==> src/rtl/distortion_pkg.sv <==
// Shared types and default widths for the stereo distortion scheduler.
package distortion_pkg;

    localparam int unsigned DW_DEF          = 16;
    localparam int unsigned LUT_AW_DEF      = 10;
    localparam int unsigned CFG_DW          = 16;
    localparam int unsigned ACK_TIMEOUT_DEF = 15;

    typedef enum logic [2:0] {
        IDLE,
        REQ_L,
        WAIT_L,
        REQ_R,
        WAIT_R,
        DONE
    } state_e;

endpackage

==> src/rtl/distortion_cfg_buf.sv <==
// One-entry holding buffer for LUT writes; ready only while empty, drained by the scheduler's pop.
module distortion_cfg_buf
    import distortion_pkg::*;
#(
    parameter int unsigned AW = LUT_AW_DEF,
    parameter int unsigned DW = CFG_DW
) (
    input  logic          clk,
    input  logic          reset_n,
    input  logic          cfg_valid,
    output logic          cfg_ready,
    input  logic [AW-1:0] cfg_addr,
    input  logic [DW-1:0] cfg_data,
    input  logic          pop,
    output logic          full,
    output logic [AW-1:0] buf_addr,
    output logic [DW-1:0] buf_data
);

    logic          full_q, full_d;
    logic [AW-1:0] addr_q, addr_d;
    logic [DW-1:0] data_q, data_d;

    always_comb begin
        full_d = full_q;
        addr_d = addr_q;
        data_d = data_q;
        if (pop) begin
            full_d = 1'b0;
        end else if (cfg_valid && !full_q) begin
            full_d = 1'b1;
            addr_d = cfg_addr;
            data_d = cfg_data;
        end
    end

    always_ff @(posedge clk or negedge reset_n) begin
        if (!reset_n) begin
            full_q <= 1'b0;
            addr_q <= '0;
            data_q <= '0;
        end else begin
            full_q <= full_d;
            addr_q <= addr_d;
            data_q <= data_d;
        end
    end

    assign cfg_ready = !full_q;
    assign full      = full_q;
    assign buf_addr  = addr_q;
    assign buf_data  = data_q;

endmodule

==> src/rtl/distortion_sched.sv <==
// Frame scheduler: sends left then right sample to a shared distortion engine,
// handles ack timeouts, bypass, overrun detection and deferred LUT writes.
module distortion_sched
    import distortion_pkg::*;
#(
    parameter int unsigned DW          = DW_DEF,
    parameter int unsigned LUT_AW      = LUT_AW_DEF,
    parameter int unsigned ACK_TIMEOUT = ACK_TIMEOUT_DEF
) (
    input  logic              clk,
    input  logic              reset_n,
    input  logic              sample_strobe,
    input  logic [DW-1:0]     in_l,
    input  logic [DW-1:0]     in_r,
    input  logic              bypass,
    input  logic              cfg_valid,
    output logic              cfg_ready,
    input  logic [LUT_AW-1:0] cfg_addr,
    input  logic [15:0]       cfg_data,
    input  logic              clr_status,
    output logic              eng_req,
    output logic [DW-1:0]     eng_sample,
    input  logic              eng_ack,
    input  logic [DW-1:0]     eng_result,
    output logic              lut_we,
    output logic [LUT_AW-1:0] lut_addr,
    output logic [15:0]       lut_wdata,
    output logic [DW-1:0]     out_l,
    output logic [DW-1:0]     out_r,
    output logic              out_valid,
    output logic              err_overrun,
    output logic              err_timeout
);

    localparam int unsigned CW = $clog2(ACK_TIMEOUT + 1);

    state_e              state_q, state_d;
    logic [CW-1:0]       cnt_q, cnt_d;
    logic [DW-1:0]       lat_r_q, lat_r_d;
    logic [DW-1:0]       res_l_q, res_l_d;
    logic [DW-1:0]       out_l_q, out_l_d;
    logic [DW-1:0]       out_r_q, out_r_d;
    logic [DW-1:0]       eng_sample_q, eng_sample_d;
    logic                eng_req_q, eng_req_d;
    logic                out_valid_q, out_valid_d;
    logic                err_overrun_q, err_overrun_d;
    logic                err_timeout_q, err_timeout_d;
    logic [LUT_AW-1:0]   lut_addr_q, lut_addr_d;
    logic [15:0]         lut_wdata_q, lut_wdata_d;

    logic                in_wait, timeout, advance, pop, buf_full;
    logic [DW-1:0]       chan_res;
    logic [LUT_AW-1:0]   buf_addr;
    logic [15:0]         buf_data;

    distortion_cfg_buf #(
        .AW (LUT_AW),
        .DW (16)
    ) u_cfg_buf (
        .clk       (clk),
        .reset_n   (reset_n),
        .cfg_valid (cfg_valid),
        .cfg_ready (cfg_ready),
        .cfg_addr  (cfg_addr),
        .cfg_data  (cfg_data),
        .pop       (pop),
        .full      (buf_full),
        .buf_addr  (buf_addr),
        .buf_data  (buf_data)
    );

    // A strobe in IDLE takes priority over draining the LUT write buffer.
    assign pop = (state_q == IDLE) && !sample_strobe && buf_full;

    always_comb begin
        state_d      = state_q;
        cnt_d        = cnt_q;
        lat_r_d      = lat_r_q;
        res_l_d      = res_l_q;
        out_l_d      = out_l_q;
        out_r_d      = out_r_q;
        eng_sample_d = eng_sample_q;
        eng_req_d    = 1'b0;
        out_valid_d  = 1'b0;
        lut_addr_d   = lut_addr_q;
        lut_wdata_d  = lut_wdata_q;

        in_wait  = (state_q == WAIT_L) || (state_q == WAIT_R);
        timeout  = in_wait && !eng_ack && (cnt_q == CW'(ACK_TIMEOUT - 1));
        advance  = in_wait && (eng_ack || timeout);
        chan_res = eng_ack ? eng_result : '0;
        if (in_wait && !advance) begin
            cnt_d = cnt_q + CW'(1);
        end

        case (state_q)
            IDLE: begin
                if (sample_strobe) begin
                    lat_r_d = in_r;
                    if (bypass) begin
                        state_d     = DONE;
                        out_l_d     = in_l;
                        out_r_d     = in_r;
                        out_valid_d = 1'b1;
                    end else begin
                        state_d      = REQ_L;
                        eng_req_d    = 1'b1;
                        eng_sample_d = in_l;
                    end
                end
            end
            REQ_L: begin
                state_d = WAIT_L;
                cnt_d   = '0;
            end
            WAIT_L: begin
                if (advance) begin
                    res_l_d      = chan_res;
                    state_d      = REQ_R;
                    eng_req_d    = 1'b1;
                    eng_sample_d = lat_r_q;
                end
            end
            REQ_R: begin
                state_d = WAIT_R;
                cnt_d   = '0;
            end
            WAIT_R: begin
                if (advance) begin
                    out_l_d     = res_l_q;
                    out_r_d     = chan_res;
                    out_valid_d = 1'b1;
                    state_d     = DONE;
                end
            end
            DONE:    state_d = IDLE;
            default: state_d = IDLE;
        endcase

        if (pop) begin
            lut_addr_d  = buf_addr;
            lut_wdata_d = buf_data;
        end

        // Set events take precedence over a same-cycle clear.
        err_overrun_d = (sample_strobe && (state_q != IDLE)) || (err_overrun_q && !clr_status);
        err_timeout_d = timeout || (err_timeout_q && !clr_status);
    end

    always_ff @(posedge clk or negedge reset_n) begin
        if (!reset_n) begin
            state_q       <= IDLE;
            cnt_q         <= '0;
            lat_r_q       <= '0;
            res_l_q       <= '0;
            out_l_q       <= '0;
            out_r_q       <= '0;
            eng_sample_q  <= '0;
            eng_req_q     <= 1'b0;
            out_valid_q   <= 1'b0;
            err_overrun_q <= 1'b0;
            err_timeout_q <= 1'b0;
            lut_addr_q    <= '0;
            lut_wdata_q   <= '0;
        end else begin
            state_q       <= state_d;
            cnt_q         <= cnt_d;
            lat_r_q       <= lat_r_d;
            res_l_q       <= res_l_d;
            out_l_q       <= out_l_d;
            out_r_q       <= out_r_d;
            eng_sample_q  <= eng_sample_d;
            eng_req_q     <= eng_req_d;
            out_valid_q   <= out_valid_d;
            err_overrun_q <= err_overrun_d;
            err_timeout_q <= err_timeout_d;
            lut_addr_q    <= lut_addr_d;
            lut_wdata_q   <= lut_wdata_d;
        end
    end

    // The write port shows the buffered entry during the issue cycle, then holds it.
    assign lut_we      = pop;
    assign lut_addr    = pop ? buf_addr : lut_addr_q;
    assign lut_wdata   = pop ? buf_data : lut_wdata_q;
    assign eng_req     = eng_req_q;
    assign eng_sample  = eng_sample_q;
    assign out_l       = out_l_q;
    assign out_r       = out_r_q;
    assign out_valid   = out_valid_q;
    assign err_overrun = err_overrun_q;
    assign err_timeout = err_timeout_q;

endmodule

==> config.mk <==
export PLATFORM = sky130hd
export DESIGN_NAME = distortion_sched
export DESIGN_NICKNAME = d
export VERILOG_FILES = /design/src/rtl/distortion_pkg.sv /design/src/rtl/distortion_cfg_buf.sv /design/src/rtl/distortion_sched.sv
export SDC_FILE = /design/constraint.sdc
export NUM_CORES = 1
export LEC_CHECK = 0
export BUFFER_PORTS_ARGS = -buffer_cell sky130_fd_sc_hd__buf_2
export CAP_MARGIN = 20
export CORE_MARGIN = 4
export CORE_UTILIZATION = 34
export CTS_CLUSTER_SIZE = 10
export DETAILED_ROUTE_END_ITERATION = 8
export PLACE_DENSITY = 0.56
export SYNTH_ARGS = -nofsm -noshare
export SYNTH_HDL_FRONTEND = slang
export SYNTH_HIERARCHICAL = 1
export SYNTH_SLANG_ARGS = --single-unit
==> constraint.sdc <==
create_clock -name clk -period 3.7 [get_ports clk]
set_input_delay 0.74 -clock clk [delete_from_list [all_inputs] [get_ports clk]]
set_output_delay 0.74 -clock clk [all_outputs]
set_load 0.03 [all_outputs]
Yosys cells after proc, flatten, opt, wreduce, memory -nomap -nowiden
Index checks and enable logic that the tools add are counted.
- flip-flop bits (word level): 144
- input bits: 81
- output and inout bits: 80
- logic and storage cells: 91
- $add $sub $neg: 1
- equality and inequality tests: 10
- mux-type cells: 31
- bitwise gates (word level): 1
- reductions and logical operators: 32
- operators by type and width (kind ; count):
    $mux 16 ; 11
    $pmux 16 s2 ; 3
    $pmux 3 s5 ; 1
    $mux 3 ; 4
    $logic_and 1x1->1 ; 10
    $mux 10 ; 1
    $ne 2x2->1 const B ; 5
    $mux 4 ; 2
    $reduce_and 4->1 ; 2
    $reduce_bool 2->1 ; 4
    $mux 1 ; 7
    $eq 3x2->1 const B ; 2
    $reduce_and 2->1 ; 3
    $logic_not 1->1 ; 5
    $add 4x1->4 const B ; 1
    $eq 4x4->1 const B ; 1
    $logic_or 1x1->1 ; 4
    $pmux 1 s2 ; 2
    $eq 3x1->1 const B ; 1
    $eq 3x3->1 const B ; 1
    $logic_not 3->1 ; 1
    $reduce_and 3->1 ; 1
    $reduce_bool 3->1 ; 1
    $reduce_or 2->1 ; 1
    $not 1->1 ; 1

Depth between registers and ports, before layout
Gate-level depths: netlist of run 1.
- depth after elaboration: 10
- depth in mapped cells: 9
- mapped depth without buffers: 5

By module
Netlist of run 1, hierarchy kept.
- modules (own cells, without submodules) (module ; instances ; cells an instance ; area each (µm²) ; sequential area each (µm²)):
    distortion_sched ; 1 ; 444 ; 5313.8 ; 2927.8
    distortion_cfg_buf ; 1 ; 59 ; 1021.0 ; 675.6

Worst setup path before layout of run 1
OpenSTA, ideal clock, no wires.
- path kind: register to output
- start: register state_q[2]
- end: output lut_wdata[10]
- data arrival time: 1.879 ns
- data required time: 2.960 ns
- path slack: 1.081 ns
- cell stages (with the launch flop): 7
- buffers on the path: 3
- cells stage by stage: dfrtp_1 -> buf_6 -> or3_4 -> or3b_1 -> buf_6 -> buf_12 -> mux2_4
- longest elaborated chain between the ends: 4
- ends and longest elaborated chain (element ; RTL line ; source):
    start: declaration ; distortion_sched.sv:37 ; state_e state_q, state_d;
    start signal: assignment ; distortion_sched.sv:166 ; state_q <= state_d;
    $logic_not 3->1 ; distortion_sched.sv:73 ; assign pop = (state_q == IDLE) && !sample_strobe && buf_full;
    $logic_and 1x1->1 (2 in series) ; distortion_sched.sv:73 ;
    $mux 16 ; n/a ;
    end: declaration ; distortion_sched.sv:27 ; output logic [15:0] lut_wdata,
No other way between the ends.

Final worst setup path of run 1
- start: register state_q[0]
- end: output lut_wdata[6]
The elaborated chain is that of the path after synthesis.

==> results by stage, run 1 <==
Synthesis:
- Of the total synthesized cell area, the portion taken by XOR and XNOR cells is 0.00277.
- Yosys attributes the largest share of cell area to dfrtp_1, o221a_2, mux2_2.
- Of the total synthesized cell area, the portion taken by AND, OR, NAND and NOR gates is 0.125.
- The most numerous cell in the Yosys netlist is dfrtp_1.
- Of the total synthesized cell area, the portion taken by full adders, half adders and majority gates is 0.00395.
- The count of warnings emitted by yosys is 6.
- Measured against the total synthesized area, the mux share comes to 0.104.
- Counting every net in the synthesized netlist gives 586.
- The fraction of registers with async set/reset is 1.00.
- The most area-hungry cell type in the Yosys netlist is dfrtp_1.
- The post-synthesis register bit count is 144.
- The count of flip-flops with a built-in enable after synthesis is 0.
- The compound-cell area share of the yosys netlist was 0.154.
- The sequential cell area fraction in the yosys report is 0.569.
- The number of different library cells in the post-synthesis netlist is 54.
- Summing every instance area after synthesis gives 6330 sq um.
- The post-synthesis area per instance is 12.6 sq um.
- The prevailing post-synth register cell is dfrtp_1.
- After synthesis, the largest family of logic cells by area is compound AO/OA/AOI/OAI gates.
- Ranked by instance count, the synthesized netlist is headed by dfrtp_1, nand2_1, o221a_2.
- Of the post-synthesis cell area, the dominant cell type holds 0.569.
- In the synthesized netlist, the number of instances is 503.

Worst setup path:
- The type of element launching the critical path is a register.
- STA classifies the critical path endpoint as a primary output.
- Along the worst path, the maximum fanout reaches 27.
- The end point of the critical path is lut_wdata[6].
- STA puts the critical path data arrival time at 2.67 ns.
- The depth of the worst register-to-register path is 7.
- The worst reg-to-reg setup slack is 0.98 ns.
- The type of the worst setup path is register to primary output.
- The number of buffers and inverters on the critical path is 2.
- The kind of cell adding the most delay to the critical path is simple AND/OR/NAND/NOR gates.
- The launch point of the worst path is state_q[0].
- In this run the number of cells on the critical path is 5.
- The critical register-to-register path endpoint is u_cfg_buf/buf_data[8].
- The required time reported for the critical path endpoint is 2.96 ns.
- The critical path goes through or3_4, or3b_1, buf_4, mux2_4, buf_2.
- The reg-to-reg startpoint is state_q[1].
- The slowest cell on the critical path is dfrtp_1.
- The largest stage delay on the critical path is 0.59 ns.

Clock network:
- The cts-stage hold buffer count is 0.
- The clock slew seen by the registers of the worst setup and hold paths is 0.07 ns.
- The number of buffers added by the clock tree synthesis step is 17.
- The number of instances resized during post-cts repair is 0.
- The clock tree from TritonCTS is yes.
- The largest buffer count on any clock path is 2.
- In this run the post-CTS setup repair buffer count came out at 0.
- At the later pin of the worst-skew pair, clock insertion delay measures 0.42 ns.
- The CTS root buffer is clkbuf_16.
- The level count of the clock H-tree is 4.
- The number of clock sinks seen by CTS is 144.

Floorplan:
- From bottom edge to top edge, the die measures 145 microns.
- The die covers 20900 sq um.
- Measured along the x axis, the die boundary spans 145 microns.
- The core region is 18100 sq um.
- The number of rows in the core area is 49.
- The initial core utilization is 0.349.
- 161 I/O pins were placed.

GRT:
- The initial antenna violation count was 0.
- The first global-routing pass estimated 27.7 mm of wire.
- Entering global routing, the biggest net connects 91 pins.
- Across every metal layer, demand over resource in global routing totals 0.171.
- The number of global-route vias before repair is 4979.
- The remaining global-route overflow is 0.

STA:
- The count of endpoints failing hold in the final timing report came to 0.
- The maximum clock frequency is 293 MHz.
- Headroom to the max-slew limit came out at 0.422.
- The final critical-path share of the clock period is 0.922.
- Setup repair after global routing left no endpoint under its margin.
- Clock skew on the completed layout was measured at 0.0116 ns.
- The final total negative setup slack is 0 ns.
- The final count of negative-setup-slack endpoints is 0.
- At the pin with the least slew margin, the transition time is 0.867 ns.
- The count of final max-slew check failures is 0.
- Counting I/O delays and the setup requirement, the final critical path takes 3.41 ns.

Power and ir drop:
- The combinational group share of total power is 0.429.
- The worst voltage drop across the vdd grid is 479 uV.
- The internal power component is 4.70 mW.
- The proportion of power drawn by the clock network is 0.220.
- Power spread over the standard cell area amounts to 1010 nW/um^2.
- Summed over all nets, the switching power comes to 3.28 mW.
- Of the total power, the share spent switching nets is 0.411.
- The final total power is 7.98 mW.
- The analysis attributes to cell leakage a power of 3.64 nW.
- The sequential share of power is 0.351.

Place:
- The total half-perimeter wirelength after legalization and detailed placement is 12.0 mm.
- The number of I/O port buffers is 160.
- The global placer's final weighted congestion is 0.816.

Final layout:
- The area growth from synthesis to layout is 24.9%.
- In the final layout, the share of cells above drive strength 1 is 0.471.
- The antenna diode count is 0.
- The count of nets after finishing is 736.

Routing:
- For this block, the via count after detailed routing is 4754.
- The iteration count of the initial detailed-routing pass is 5.
- Dividing the detail-routed wire length by the instance count gives 19.4 microns.
- The number of vias per cell is 5.31.
- After detailed routing, the total wire length is 17.3 mm.
- The detailed router finished its first iteration with 275 violations.
- The routed design uses 8.10 mm of met2 wire.
- The met3 wirelength from detailed routing is 1.09 mm.
- The met1 routed wirelength after detailed routing is 7.99 mm.
- The highest metal layer with signal wires is met4.
- The number of remaining DRC errors is 0.
- The count of nets left with antenna violations once routing finished came out at 0.

Outcome:
- The flow ran to the end, and the final reports show no timing, DRC or antenna violations.

Min path:
- The worst hold path class is input port to async pin.

Job:
- The tool flagged a number of max-cap violations equal to 0.
power by group through the flow:
stage               clock network (mW)  registers (mW)  logic [mW]
CTS                               1.80            2.81        3.47
detailed placement                   0            2.82        3.46
finish                            1.75            2.80        3.42
global route                      1.86            2.90        3.68
global placement                     0            2.80        3.38
floorplan                            0            3.21        2.10
through the flow:
| stage | worst slack (ns) | instance area, sq um | util | std cells | hold slack (ns) |
|---|---|---|---|---|---|
| CTS | 0.274 | 7910 | 0.436 | 895 | 0.412 |
| detailed placement | 0.741 | 7300 | 0.402 | 863 | 0.468 |
| finish | 0.290 | 7910 | 0.436 | 895 | 0.336 |
| global placement | 0.805 | 7300 | 0.402 | 863 | 0.459 |
| floorplan | 1.08 | 6330 | - | 503 | 0.444 |
| global route | 0.176 | 7910 | 0.436 | 895 | 0.426 |
final cells by class:
class	instances	area [sq um]
Timing Repair Buffer	173	905
Sequential cell	144	3600
Fill cell	1723	10200
Clock inverter	15	186
Tap cell	229	287
Clock buffer	17	425
Inverter	7	26.3
Multi-Input combinational cell	310	2480
per-layer routing:
layer | GRT usage | vias to the layer above
li1 | - | 2166
met1 | 0.240 | 2402
met2 | 0.263 | 173
met3 | 0.0460 | 13
met4 | 0.0476 | 0
met5 | 0 | -
sequential cells by signal, indices dropped and copies added (netlist names), 3 cells and up:
register            flops
eng_sample             16
lat_r_q                16
lut_wdata_q            16
out_l                  16
out_r                  16
res_l_q                16
u_cfg_buf/buf_data     16
lut_addr_q             10
u_cfg_buf/buf_addr     10
cnt_q                   4
state_q                 3
kinds of logic after synthesis:
group,Yosys count
simple gates,152
flops,144
compound gates,102
mux,52
buf+inv,49
xor+xnor,2
fa+ha+maj,2
cell usage in the layout (no fill, tap or decap), types with 2 or more instances in the layout:
cell and instances:
o221a_2 48, buf_4 13, buf_2 159, and3_1 3, clkinv_8 3, inv_1 7, clkbuf_16 17, or3b_1 2
a21oi_1 3, nor2_1 6, inv_6 7, nor2b_1 5, nand4b_1 2, or3_1 33, o21ai_0 3, ha_1 2
mux2_4 19, o2bb2ai_1 16, mux2_2 32, nand2_1 71, o22ai_1 2, dfrtp_1 144, inv_8 2, a21boi_0 16
nand3_1 17
worst min path at each step:
stage                      startpoint  slack, ns                      to
after floorplan               reset_n       0.44                cnt_q[0]
after global placement     lat_r_q[7]       0.46              lat_r_q[7]
after detailed placement  lat_r_q[12]       0.47             lat_r_q[12]
after CTS                     reset_n       0.41  u_cfg_buf/buf_data[11]
after global routing          reset_n       0.43           lut_addr_q[3]
final                         reset_n       0.34           lut_addr_q[3]
Power figures use the tool's default switching activity.
==> inputs of run 2 (changes only) <==
--- a/config.mk
+++ b/config.mk
@@ -9,9 +9,12 @@
 export CAP_MARGIN = 20
 export CORE_MARGIN = 4
 export CORE_UTILIZATION = 34
+export CTS_BUF_LIST = sky130_fd_sc_hd__clkbuf_8
 export CTS_CLUSTER_SIZE = 10
 export DETAILED_ROUTE_END_ITERATION = 8
 export PLACE_DENSITY = 0.56
+export REMOVE_ABC_BUFFERS = 1
+export SLEW_MARGIN = 20
 export SYNTH_ARGS = -nofsm -noshare
 export SYNTH_HDL_FRONTEND = slang
 export SYNTH_HIERARCHICAL = 1
==> run 2 against run 1 <==
  * Core utilization down 1.0 points
  * Register-to-register slack worse by 0.12 ns
  * Combinational power is essentially flat
  * Global-route usage up 0.26 points
  * First-iteration DRC count increased by 36%
  * Maximum frequency shrank 1.3%
  * Clock skew is 0.0063 ns higher
  * Critical path type unchanged
==> results by stage, run 2 (synthesis gave the netlist of run 1 again) <==
Final layout:
- Relative to the synthesized area, the layout overhead comes to 22.0%.
- The area of combinational cells with multiple inputs was 2480 sq um (unchanged).
- The number of inserted filler cells in the final layout is 1736 (+0.75%).
- The count of nets after finishing is 735 (-0.14%).
- The final standard cell utilization of the core came to 0.426 (-0.0102).
- The number of standard cells in the layout, taps in and fillers out is 897 (+0.22%).
- The ratio of cells with drive above 1 in the final layout is 0.469 (-0.00230).
- The library cells used most frequently in the layout, excluding fill and tap cells, are buf_2, dfrtp_1, nand2_1.
- The sequential standard cell area is 3600 sq um (unchanged).
- The most frequent standard cell in the layout excluding fill and tap cells is buf_2.
- The final design instance area without fill is 7730 sq um (-2.3%).

Routing:
- The final wirelength came to 18.0 mm (+3.9%).
- The count of vias placed by the detailed router came to 4749 (-0.11%).
- The number of remaining DRC errors is 0 (unchanged).
- The routed wirelength normalized by instance count is 20.1 microns (+3.7%).
- The number of vias per cell is 5.29 (-0.33%).
- The number of nets still failing antenna checks after routing came to 0 (unchanged).
- The DRC violation total after the first TritonRoute iteration is 374 (+36%).
- The iteration count of the initial detailed-routing pass is 5 (unchanged).

Worst setup path:
- The largest fanout on the critical path was 27 (unchanged).
- The data arrival time of the worst path is 2.71 ns (+0.04 ns).
- The worst setup path is captured at a primary output.
- The required time reported for the critical path endpoint is 2.96 ns (about the same).
- The slowest cell on the critical path is dfrtp_1.
- The type of element launching the critical path is a register.
- The critical path is of the register to primary output type.
- The worst path buffer plus inverter count is 2 (unchanged).
- The critical path goes through or3_4, or3b_1, buf_4, mux2_4, buf_2.
- The kind of cell adding the most delay to the critical path is simple AND/OR/NAND/NOR gates.
- The largest stage delay on the critical path is 0.61 ns (+0.02 ns).

STA:
- The setup slack after layout is 0.246 ns (-0.0443 ns).
- The final total negative setup slack is 0 ns (unchanged).
- The final critical path time including I/O delays and setup is 3.45 ns (+0.0443 ns).
- The final critical-path share of the clock period is 0.934 (+0.0120).
- Setup repair after global routing left no endpoint under its margin.
- The final hold slack is 0.243 ns (-0.0926 ns).
- The slew of the pin with the lowest slew margin came to 0.738 ns (-0.129 ns).
- The count of endpoints failing hold in the final timing report is 0 (unchanged).
- The headroom to the max-slew limit is 0.508 (+0.0858).
- The maximum clock frequency came to 290 MHz (-1.3%).
- The final count of negative-setup-slack endpoints is 0 (unchanged).
- The clock skew is 0.0178 ns (+0.00625 ns).
- The count of final max-slew check failures is 0 (unchanged).

Clock network:
- The clock slew seen by the registers of the worst setup and hold paths was 0.09 ns (+0.02 ns).
- The level count of the clock H-tree was 4 (unchanged).
- TritonCTS built the clock tree.
- The count of buffers added by post-CTS timing repair for setup is 0 (unchanged).
- The number of clock sinks seen by CTS came to 144 (unchanged).
- The source-to-sink clock delay at the later pin of the worst-skew pair came to 0.45 ns (+0.03 ns).
- The number of buffers added by the clock tree synthesis step is 17 (unchanged).
- The number of instances resized during post-cts repair is 0 (unchanged).
- The cts-stage hold buffer count is 0 (unchanged).
- The tree is rooted in a clkbuf_8.
- The largest buffer count on any clock path came to 2 (unchanged).

Floorplan:
- The number of placed I/O pins is 161 (unchanged).
- The area enclosed by the die boundary was 20900 sq um (unchanged).
- The area of the core was 18100 sq um (unchanged).
- The number of rows in the core area came to 49 (unchanged).
- The floorplan die width was 145 microns (unchanged).
- The die boundary height is 145 microns (unchanged).
- The initial core utilization is 0.349 (unchanged).

Power and ir drop:
- The final total power is 7.53 mW (-5.6%).
- The power per cell area is 975 nW/um^2 (-3.3%).
- The worst voltage drop across the vdd grid is 387 uV (-19%).
- The leakage power is 3.55 nW (-2.7%).

Place:
- The total half-perimeter wirelength after legalization and detailed placement is 11.7 mm (-2.0%).
- The area of placed instances is 7320 sq um (+0.24%).
- The post-placement setup slack is 0.708 ns (-0.0337 ns).
- The global placer's final weighted congestion is 0.823 (+0.85%).
- The number of I/O port buffers is 160 (unchanged).
- The cell count after placement is 862 (-0.12%).

GRT:
- The number of global-route vias before repair is 5000 (+0.42%).
- The maximum number of pins on one net before global-route repair is 88 (-3.3%).
- The remaining global-route overflow is 0 (unchanged).
- The wire length of the first global-routing pass is 27.9 mm (+0.62%).
- The all-layer global routing usage came to 0.174 (+0.00263).
- The initial antenna violation count is 3 (+3).

Outcome:
- The flow ran to the end, and the final reports show no timing, DRC or antenna violations.

Min path:
- The worst hold path class is input port to async pin.

Job:
- The max-capacitance violation count is 0 (unchanged).
==> run 2: cell types whose count changed in the layout (fill, tap and decap cells not counted), moves of 2 or more <==
cell        change
inv_6           -3
clkinv_8        -3
clkbuf_16      -17
buf_4           -3
clkinvlp_4      +3
buf_12          +2
diode_2         +3
clkbuf_8       +18
==> run 2: worst paths after layout <==
check                                start                      to  slack (ns)  cells after the start
worst max-delay path            state_q[0]            lut_wdata[8]        0.25                      5
worst min-delay path               reset_n               out_valid        0.24                      1
worst max register to register  state_q[1]  u_cfg_buf/buf_data[10]        0.86                      7
worst min register to register  lat_r_q[9]              lat_r_q[9]        0.48                      2
max in group asynchronous          reset_n          eng_sample[13]        2.58                      2
min in group clk                lat_r_q[9]              lat_r_q[9]        0.48                      2
==> run 2: final cells by class <==
type / count / area share
Multi-Input combinational cell: 310 / 0.321
Inverter: 7 / 0.00340
Clock inverter: 14 / 0.0199
Timing Repair Buffer: 172 / 0.119
Antenna cell: 3 / 0.000972
Sequential cell: 144 / 0.466
Clock buffer: 18 / 0.0321
Tap cell: 229 / 0.0371
==> run 2: where the power goes <==
group,switching [mW],internal [mW]
registers,0.468,2.34
logic,2.06,1.39
clock network,0.648,0.627
total,3.18,4.36
==> run 2: metal layers <==
metal,up-vias,GRT usage,share of wire
met2,154,0.284,0.49
met3,27,0.0450,0.061
met1,2398,0.222,0.43
met4,0,0.0663,0.024
met5,-,0,0
li1,2170,-,-
